<file path="src/rtl/fractal_sync_rr_scheduler_if.sv">
// Handshake bundle between the source request FIFOs, the round-robin scheduler and its consumer.
// The master modport is the scheduler's view; the slave modport is the surrounding environment's.
interface fractal_sync_rr_scheduler_if #(
    parameter int unsigned IN_PORTS  = 4,
    parameter int unsigned OUT_PORTS = 2,
    parameter type         elem_t    = logic
);
    logic [IN_PORTS-1:0]  empty_i;
    elem_t                element_i [IN_PORTS];
    logic [IN_PORTS-1:0]  pop_o;
    logic                 stall_i;
    logic [OUT_PORTS-1:0] valid_o;
    elem_t                element_o [OUT_PORTS];

    modport master (
        input  empty_i, element_i, stall_i,
        output pop_o, valid_o, element_o
    );

    modport slave (
        output empty_i, element_i, stall_i,
        input  pop_o, valid_o, element_o
    );
endinterface

</file>
<file path="src/rtl/fractal_sync_rr_scheduler.sv">
// Round-robin scheduler: drains up to OUT_PORTS heads per cycle from IN_PORTS FIFOs into
// registered output slots, with stall backpressure and a saturating grant counter.
module fractal_sync_rr_scheduler #(
    parameter int unsigned IN_PORTS  = 4,
    parameter int unsigned OUT_PORTS = 2,
    parameter type         elem_t    = logic,
    parameter int unsigned CNT_WIDTH = 16
) (
    input  logic                    clk_i,
    input  logic                    rst_i,
    fractal_sync_rr_scheduler_if.master bus_io,
    input  logic                    clear_cnt_i,
    output logic [CNT_WIDTH-1:0]    grant_cnt_o
);
    localparam int unsigned PtrW = $clog2(IN_PORTS);
    localparam int unsigned NgW  = $clog2(OUT_PORTS + 1);

    if (IN_PORTS < 2) begin : g_bad_in_ports
        $fatal(1, "fractal_sync_rr_scheduler: IN_PORTS must be >= 2");
    end
    if (OUT_PORTS < 1 || OUT_PORTS > IN_PORTS) begin : g_bad_out_ports
        $fatal(1, "fractal_sync_rr_scheduler: OUT_PORTS must be in 1..IN_PORTS");
    end

    function automatic logic [PtrW-1:0] wrap_add(logic [PtrW-1:0] base, int unsigned off);
        logic [PtrW:0] s;
        s = {1'b0, base} + (PtrW+1)'(off);
        if (s >= (PtrW+1)'(IN_PORTS)) s = s - (PtrW+1)'(IN_PORTS);
        return s[PtrW-1:0];
    endfunction

    logic [PtrW-1:0]      ptr_q, ptr_d;
    logic [OUT_PORTS-1:0] valid_q, valid_d;
    elem_t                element_q [OUT_PORTS];
    elem_t                element_d [OUT_PORTS];
    logic [CNT_WIDTH-1:0] cnt_q, cnt_d;

    logic [PtrW-1:0]      scan_idx [IN_PORTS];
    logic [IN_PORTS-1:0]  grant;
    logic [OUT_PORTS-1:0] slot_hit;
    logic [PtrW-1:0]      slot_src [OUT_PORTS];
    logic [PtrW-1:0]      last_idx;
    logic [NgW-1:0]       ng;
    logic [NgW-1:0]       ng_eff;
    logic [CNT_WIDTH:0]   cnt_sum;

    always_comb begin
        for (int unsigned j = 0; j < IN_PORTS; j++) begin
            scan_idx[j] = wrap_add(ptr_q, j);
        end
    end

    // One lap starting at ptr_q; the k-th non-empty source found lands in slot k.
    always_comb begin
        grant    = '0;
        slot_hit = '0;
        last_idx = ptr_q;
        ng       = '0;
        for (int unsigned k = 0; k < OUT_PORTS; k++) slot_src[k] = '0;
        for (int unsigned j = 0; j < IN_PORTS; j++) begin
            if (!bus_io.empty_i[scan_idx[j]] && (ng < NgW'(OUT_PORTS))) begin
                grant[scan_idx[j]] = 1'b1;
                for (int unsigned k = 0; k < OUT_PORTS; k++) begin
                    if (ng == NgW'(k)) begin
                        slot_hit[k] = 1'b1;
                        slot_src[k] = scan_idx[j];
                    end
                end
                last_idx = scan_idx[j];
                ng       = ng + NgW'(1);
            end
        end
    end

    always_comb begin
        ptr_d   = ptr_q;
        valid_d = valid_q;
        for (int unsigned k = 0; k < OUT_PORTS; k++) element_d[k] = element_q[k];
        ng_eff  = bus_io.stall_i ? '0 : ng;
        if (!bus_io.stall_i) begin
            valid_d = slot_hit;
            for (int unsigned k = 0; k < OUT_PORTS; k++) begin
                element_d[k] = slot_hit[k] ? bus_io.element_i[slot_src[k]] : '0;
            end
            if (ng != '0) ptr_d = wrap_add(last_idx, 1);
        end
        cnt_sum = {1'b0, cnt_q} + (CNT_WIDTH+1)'(ng_eff);
        if (clear_cnt_i) begin
            cnt_d = '0;
        end else if (cnt_sum[CNT_WIDTH]) begin
            cnt_d = '1;
        end else begin
            cnt_d = cnt_sum[CNT_WIDTH-1:0];
        end
    end

    always_ff @(posedge clk_i or posedge rst_i) begin
        if (rst_i) begin
            ptr_q   <= '0;
            valid_q <= '0;
            cnt_q   <= '0;
            for (int unsigned k = 0; k < OUT_PORTS; k++) element_q[k] <= '0;
        end else begin
            ptr_q   <= ptr_d;
            valid_q <= valid_d;
            cnt_q   <= cnt_d;
            for (int unsigned k = 0; k < OUT_PORTS; k++) element_q[k] <= element_d[k];
        end
    end

    // Pops are combinational but suppressed during reset so no FIFO head is lost.
    assign bus_io.pop_o     = (bus_io.stall_i || rst_i) ? '0 : grant;
    assign bus_io.valid_o   = valid_q;
    assign bus_io.element_o = element_q;
    assign grant_cnt_o      = cnt_q;
endmodule

</file>
<file path="src/flat_wrapper.sv">
// flat-port wrapper written by rule: the top's interface ports become plain ports
module fractal_sync_rr_scheduler_flat 
#(
    parameter int unsigned IN_PORTS  = 4,
    parameter int unsigned OUT_PORTS = 2,
    parameter type         elem_t    = logic,
    parameter int unsigned CNT_WIDTH = 16
)
  (clk_i, rst_i, clear_cnt_i, grant_cnt_o, bus_io_empty_i, bus_io_element_i, bus_io_stall_i, bus_io_pop_o, bus_io_valid_o, bus_io_element_o);
  fractal_sync_rr_scheduler_if #(.IN_PORTS(IN_PORTS), .OUT_PORTS(OUT_PORTS), .elem_t(elem_t)) bus_io_i ();
  input  logic clk_i;
  input  logic rst_i;
  input  logic clear_cnt_i;
  output logic [CNT_WIDTH-1:0] grant_cnt_o;
  input wire logic [$bits(bus_io_i.empty_i)-1:0] bus_io_empty_i;
  input wire logic [$bits(bus_io_i.element_i)-1:0] bus_io_element_i;
  input wire logic [$bits(bus_io_i.stall_i)-1:0] bus_io_stall_i;
  output wire logic [$bits(bus_io_i.pop_o)-1:0] bus_io_pop_o;
  output wire logic [$bits(bus_io_i.valid_o)-1:0] bus_io_valid_o;
  output wire logic [$bits(bus_io_i.element_o)-1:0] bus_io_element_o;
  assign bus_io_i.empty_i = bus_io_empty_i;
  assign bus_io_i.element_i = {>>{bus_io_element_i}};
  assign bus_io_i.stall_i = bus_io_stall_i;
  assign bus_io_pop_o = bus_io_i.pop_o;
  assign bus_io_valid_o = bus_io_i.valid_o;
  assign bus_io_element_o = {>>{bus_io_i.element_o}};
  fractal_sync_rr_scheduler #(.IN_PORTS(IN_PORTS), .OUT_PORTS(OUT_PORTS), .elem_t(elem_t), .CNT_WIDTH(CNT_WIDTH)) u_core (.clk_i(clk_i), .rst_i(rst_i), .bus_io(bus_io_i), .clear_cnt_i(clear_cnt_i), .grant_cnt_o(grant_cnt_o));
endmodule
</file>
<file path="config.mk">
export PLATFORM = sky130hd
export DESIGN_NAME = fractal_sync_rr_scheduler_flat
export DESIGN_NICKNAME = d
export VERILOG_FILES = /design/src/rtl/fractal_sync_rr_scheduler_if.sv /design/src/rtl/fractal_sync_rr_scheduler.sv /design/src/flat_wrapper.sv
export SDC_FILE = /design/constraint.sdc
export NUM_CORES = 1
export LEC_CHECK = 0
export ABC_AREA = 0
export CAP_MARGIN = 30
export CORE_UTILIZATION = 50
export CTS_BUF_LIST = sky130_fd_sc_hd__clkbuf_8
export DETAILED_ROUTE_END_ITERATION = 10
export PLACE_DENSITY_LB_ADDON = 0.2
export REMOVE_ABC_BUFFERS = 1
export SLEW_MARGIN = 20
export SYNTH_ARGS = -nofsm -noshare
export SYNTH_HDL_FRONTEND = slang
export SYNTH_SLANG_ARGS = --single-unit
</file>
<file path="constraint.sdc">
create_clock -name clk_i -period 6.12 [get_ports clk_i]
set_input_delay 1.836 -clock clk_i [delete_from_list [all_inputs] [get_ports clk_i]]
set_output_delay 1.836 -clock clk_i [all_outputs]
set_load 0.01 [all_outputs]
</file>
==> run summary <==
status: complete, no violations
hold slack: 501.0 ps
async set-or-reset flop fraction in the synthesized netlist: 100.0%
Yosys top cell area share: 26.98%
Synth cell types: 56
share of cells above drive strength 1: 17.56%
Compound-Gate Fraction of Synth Area: 22.19%
# DRC: 0
final wirelength: 4685 µm
Least-Margin Pin Slew: 561.3 ps
Comb pwr share: 80.0%
GR Util All Layers: 23.66%
I/O pin total: 36
WL per Instance: 14.33 µm
Synth Area in Adders: 8.952%
Final Hold Fails: 0
Cell Area, Placed: 2545 µm²
reg-to-reg startpoint: u_core.ptr_q[1]$_DFFE_PP0P_
Fin Clk Skew: 6.207 ps
initial antenna violation count: 0
number of synthesized register bits: 22
Post-Syn Area: 2041 µm²
Clock transition at path regs: 70 ps
Hold Crit Start: u_core.bus_io.element_o[1]$_DFFE_PP0N_
antenna cell count: 0
PD cells: 589.9 nW/µm²
CP Launch Type: input pin
Setup TNS Final: 0 ps
first-pass GRT wire length: 7866 µm
final net count: 306
Post-Syn Instances: 227
sequential area share after synthesis: 26.98%
Critical Path Most Common Cell: clkdlybuf4s50_1
LEAKAGE: 1.134 nW
cell accounting for the most synthesized area: dfrtp_1
arrival time worst endpoint: 4140 ps
num rows: 22
commonest cells in the netlist: dfrtp_1 (22), a21oi_1 (20), nand2_1 (17), nor2_1 (17)
hold depth: 2
Most used DFF post-synth: dfrtp_1
WHS Endpoint: u_core.bus_io.element_o[1]$_DFFE_PP0N_
CP peak stage delay: 540 ps
pin count of the biggest net entering global routing: 24
CTS Sinks: 22
total grt overflow: 0
Slowest-stage cell, CP: clkdlybuf4s50_1
drt first pass iters: 6
vias per inst: 5.777
CTS tree: done
Design Area, Final: 2625 µm²
post-synthesis simple-gate area fraction: 19.93%
post-route insts no fill: 327
most common cell in the netlist: dfrtp_1
worst-path fanout max: 4
Psw: 0.0007325 W
Fmax: 167.4 MHz
Clock power frac: 6.7%
GPL Wtd Cong: 0.8748
mux contribution to synthesized area: 10.18%
EDFF count, synth: 0
via count: 1889
critical path type: in2out
Synth Warn #: 0
RSZ-0062 raised after global routing: false
hpwl dp: 3710 µm
crit share post-route: 97.61%
Seq pwr share: 13.3%
antenna-violating nets left: 0
total number of H-tree levels: 1
Reg-to-Reg End: u_core.grant_cnt_o[1]$_DFF_PP0_
worst-path cell chain: clkdlybuf4s50_1, nand2b_1, o211ai_1, o21a_1, ha_1, or2_4, nor2_2, nand2_1, a21oi_1, clkdlybuf4s50_1
Worst R2R Path Depth: 21
main combinational cell family by area after synthesis: compound AO/OA/AOI/OAI gates
switching share of power: 47.31%
relative slew slack: 62.46%
Pint: 0.0008159 W
Syn-to-layout area delta: 28.63%
1st-iter DRT viols: 215
PortBufs: 35
min Tclk post-route: 5974 ps
Final Setup Violations: 0
CTS root buf: clkbuf_8
Die X: 65.89 µm
hold crit path type: reg2reg
XOR/XNOR Fraction of Synth Area: 6.376%
syn avg cell area: 8.990 µm²
worst endpoint required time: 4280 ps
top post-synthesis cells by area: dfrtp_1 (27%), ha_1 (8.0%), a21oi_1 (4.9%), mux2i_1 (3.9%), nand2_1 (3.1%)
CTS Buf Count: 3
R2R setup slack: 900 ps
maximum vdd ir drop: 0.3476 mV
Starting Density: 53.72%
max cap viols: 0
fill count: 330
vias in the first global route: 1699
die height: 65.89 µm
die outline area: 4341 µm²
Slew Viols, Final: 0
worst skew pair latency: 260 ps
Core ar.: 3799 µm²
placed cell count: 322
Max clock buf depth: 2
CP Capture Type: output port
[power by group through the flow]
stage	clock, W	combinational, W	sequential (W)
after CTS	0.000105	0.00122	0.000207
after detailed placement	0	0.00122	0.000210
after floorplan	0	0.000868	0.000228
after global placement	0	0.00120	0.000208
final	0.000103	0.00124	0.000207
after global routing	0.000113	0.00137	0.000210
[per-layer routing]
layer	vias to the layer above	global-route usage (%)	wire (µm)
met5	-	0	0
met4	0	5.978	49
met3	9	4.138	136
met2	45	38.14	2279
met1	895	32.47	2220
li1	940	-	-
[cell type report]
type | count | area [µm²] | area share, %
multi-input combinational | 183 | 1385 | 52.76
sequential | 22 | 550.5 | 20.97
timing repair buffer | 55 | 513.0 | 19.54
inverter | 15 | 61.31 | 2.336
tap | 48 | 60.06 | 2.288
clock buffer | 4 | 55.05 | 2.097
[flip-flops by register name, summed over array words and instances (netlist names)]
name and cells:
u_core.grant_cnt_o 16, u_core.ptr_q 2, u_core.bus_io.element_o 2, u_core.bus_io.valid_o 2
[cells by family after synthesis]
| group | after synthesis |
|---|---|
| xor+xnor | 14 |
| flops | 22 |
| simple gates | 74 |
| compound gates | 64 |
| fa+ha+maj | 14 |
| buf+inv | 22 |
| mux | 17 |
[stage by stage]
stage	setup slack, ps	power (W)	util, %
6_report	146.0	0.001548	69.10
5_1_grt	10.11	0.001688	69.10
4_1_cts	92.01	0.001535	68.45
3_5_place_dp	67.43	0.001429	67.00
3_3_place_gp	113.3	0.001406	67.00
2_1_floorplan	787.7	0.001096	-
[cell usage in the layout (no fill, tap or decap), types with 2 or more instances in the layout]
cell	n
clkdlybuf4s50_1	33
nor3b_1	2
clkbuf_8	4
mux2i_1	8
dfrtp_1	22
o31ai_1	2
mux2_2	4
a222oi_1	4
a21oi_1	20
nand2_1	17
o32ai_1	2
inv_1	13
nor3_1	4
nand3_1	9
o21bai_1	3
o21a_1	2
o21ai_2	2
a211oi_1	4
nor2_2	2
nand2b_1	7
mux2_1	2
ha_1	13
o211ai_1	6
mux4_2	2
buf_4	19
and3_1	5
xnor2_1	6
nor2b_1	3
xor2_1	7
nor2_1	15
dlymetal6s2s_1	2
o32a_1	2
nor3b_4	2
o21ai_0	7
[critical path: cells and delay by family]
family	cells	cell delay (ps)
compound gates	3	410
fa+ha+maj	1	250
buf+inv	2	1010
simple gates	4	630
[what timing repair did]
item / in CTS / in global routing
buffers inserted: 0 / 0
hold endpoints to repair: 0 / 0
gates resized for setup: 0 / 4
endpoints found under the setup margin: 0 / 6
hold buffers: 0 / 0
[how the worst max path moves through the flow]
stage                           start                         endpoint  slack [ps]  depth (start not counted)
floorplan           bus_io_empty_i[2]  u_core.grant_cnt_o[0]$_DFF_PP0_         790                         15
global placement    bus_io_empty_i[3]                  bus_io_pop_o[2]         110                         10
detailed placement  bus_io_empty_i[0]  u_core.grant_cnt_o[1]$_DFF_PP0_          70                         20
CTS                 bus_io_empty_i[0]                  bus_io_pop_o[1]          90                          9
global route        bus_io_empty_i[3]  u_core.grant_cnt_o[1]$_DFF_PP0_          10                         19
finish              bus_io_empty_i[3]                  bus_io_pop_o[0]         150                         10
Power figures use the tool's default switching activity.
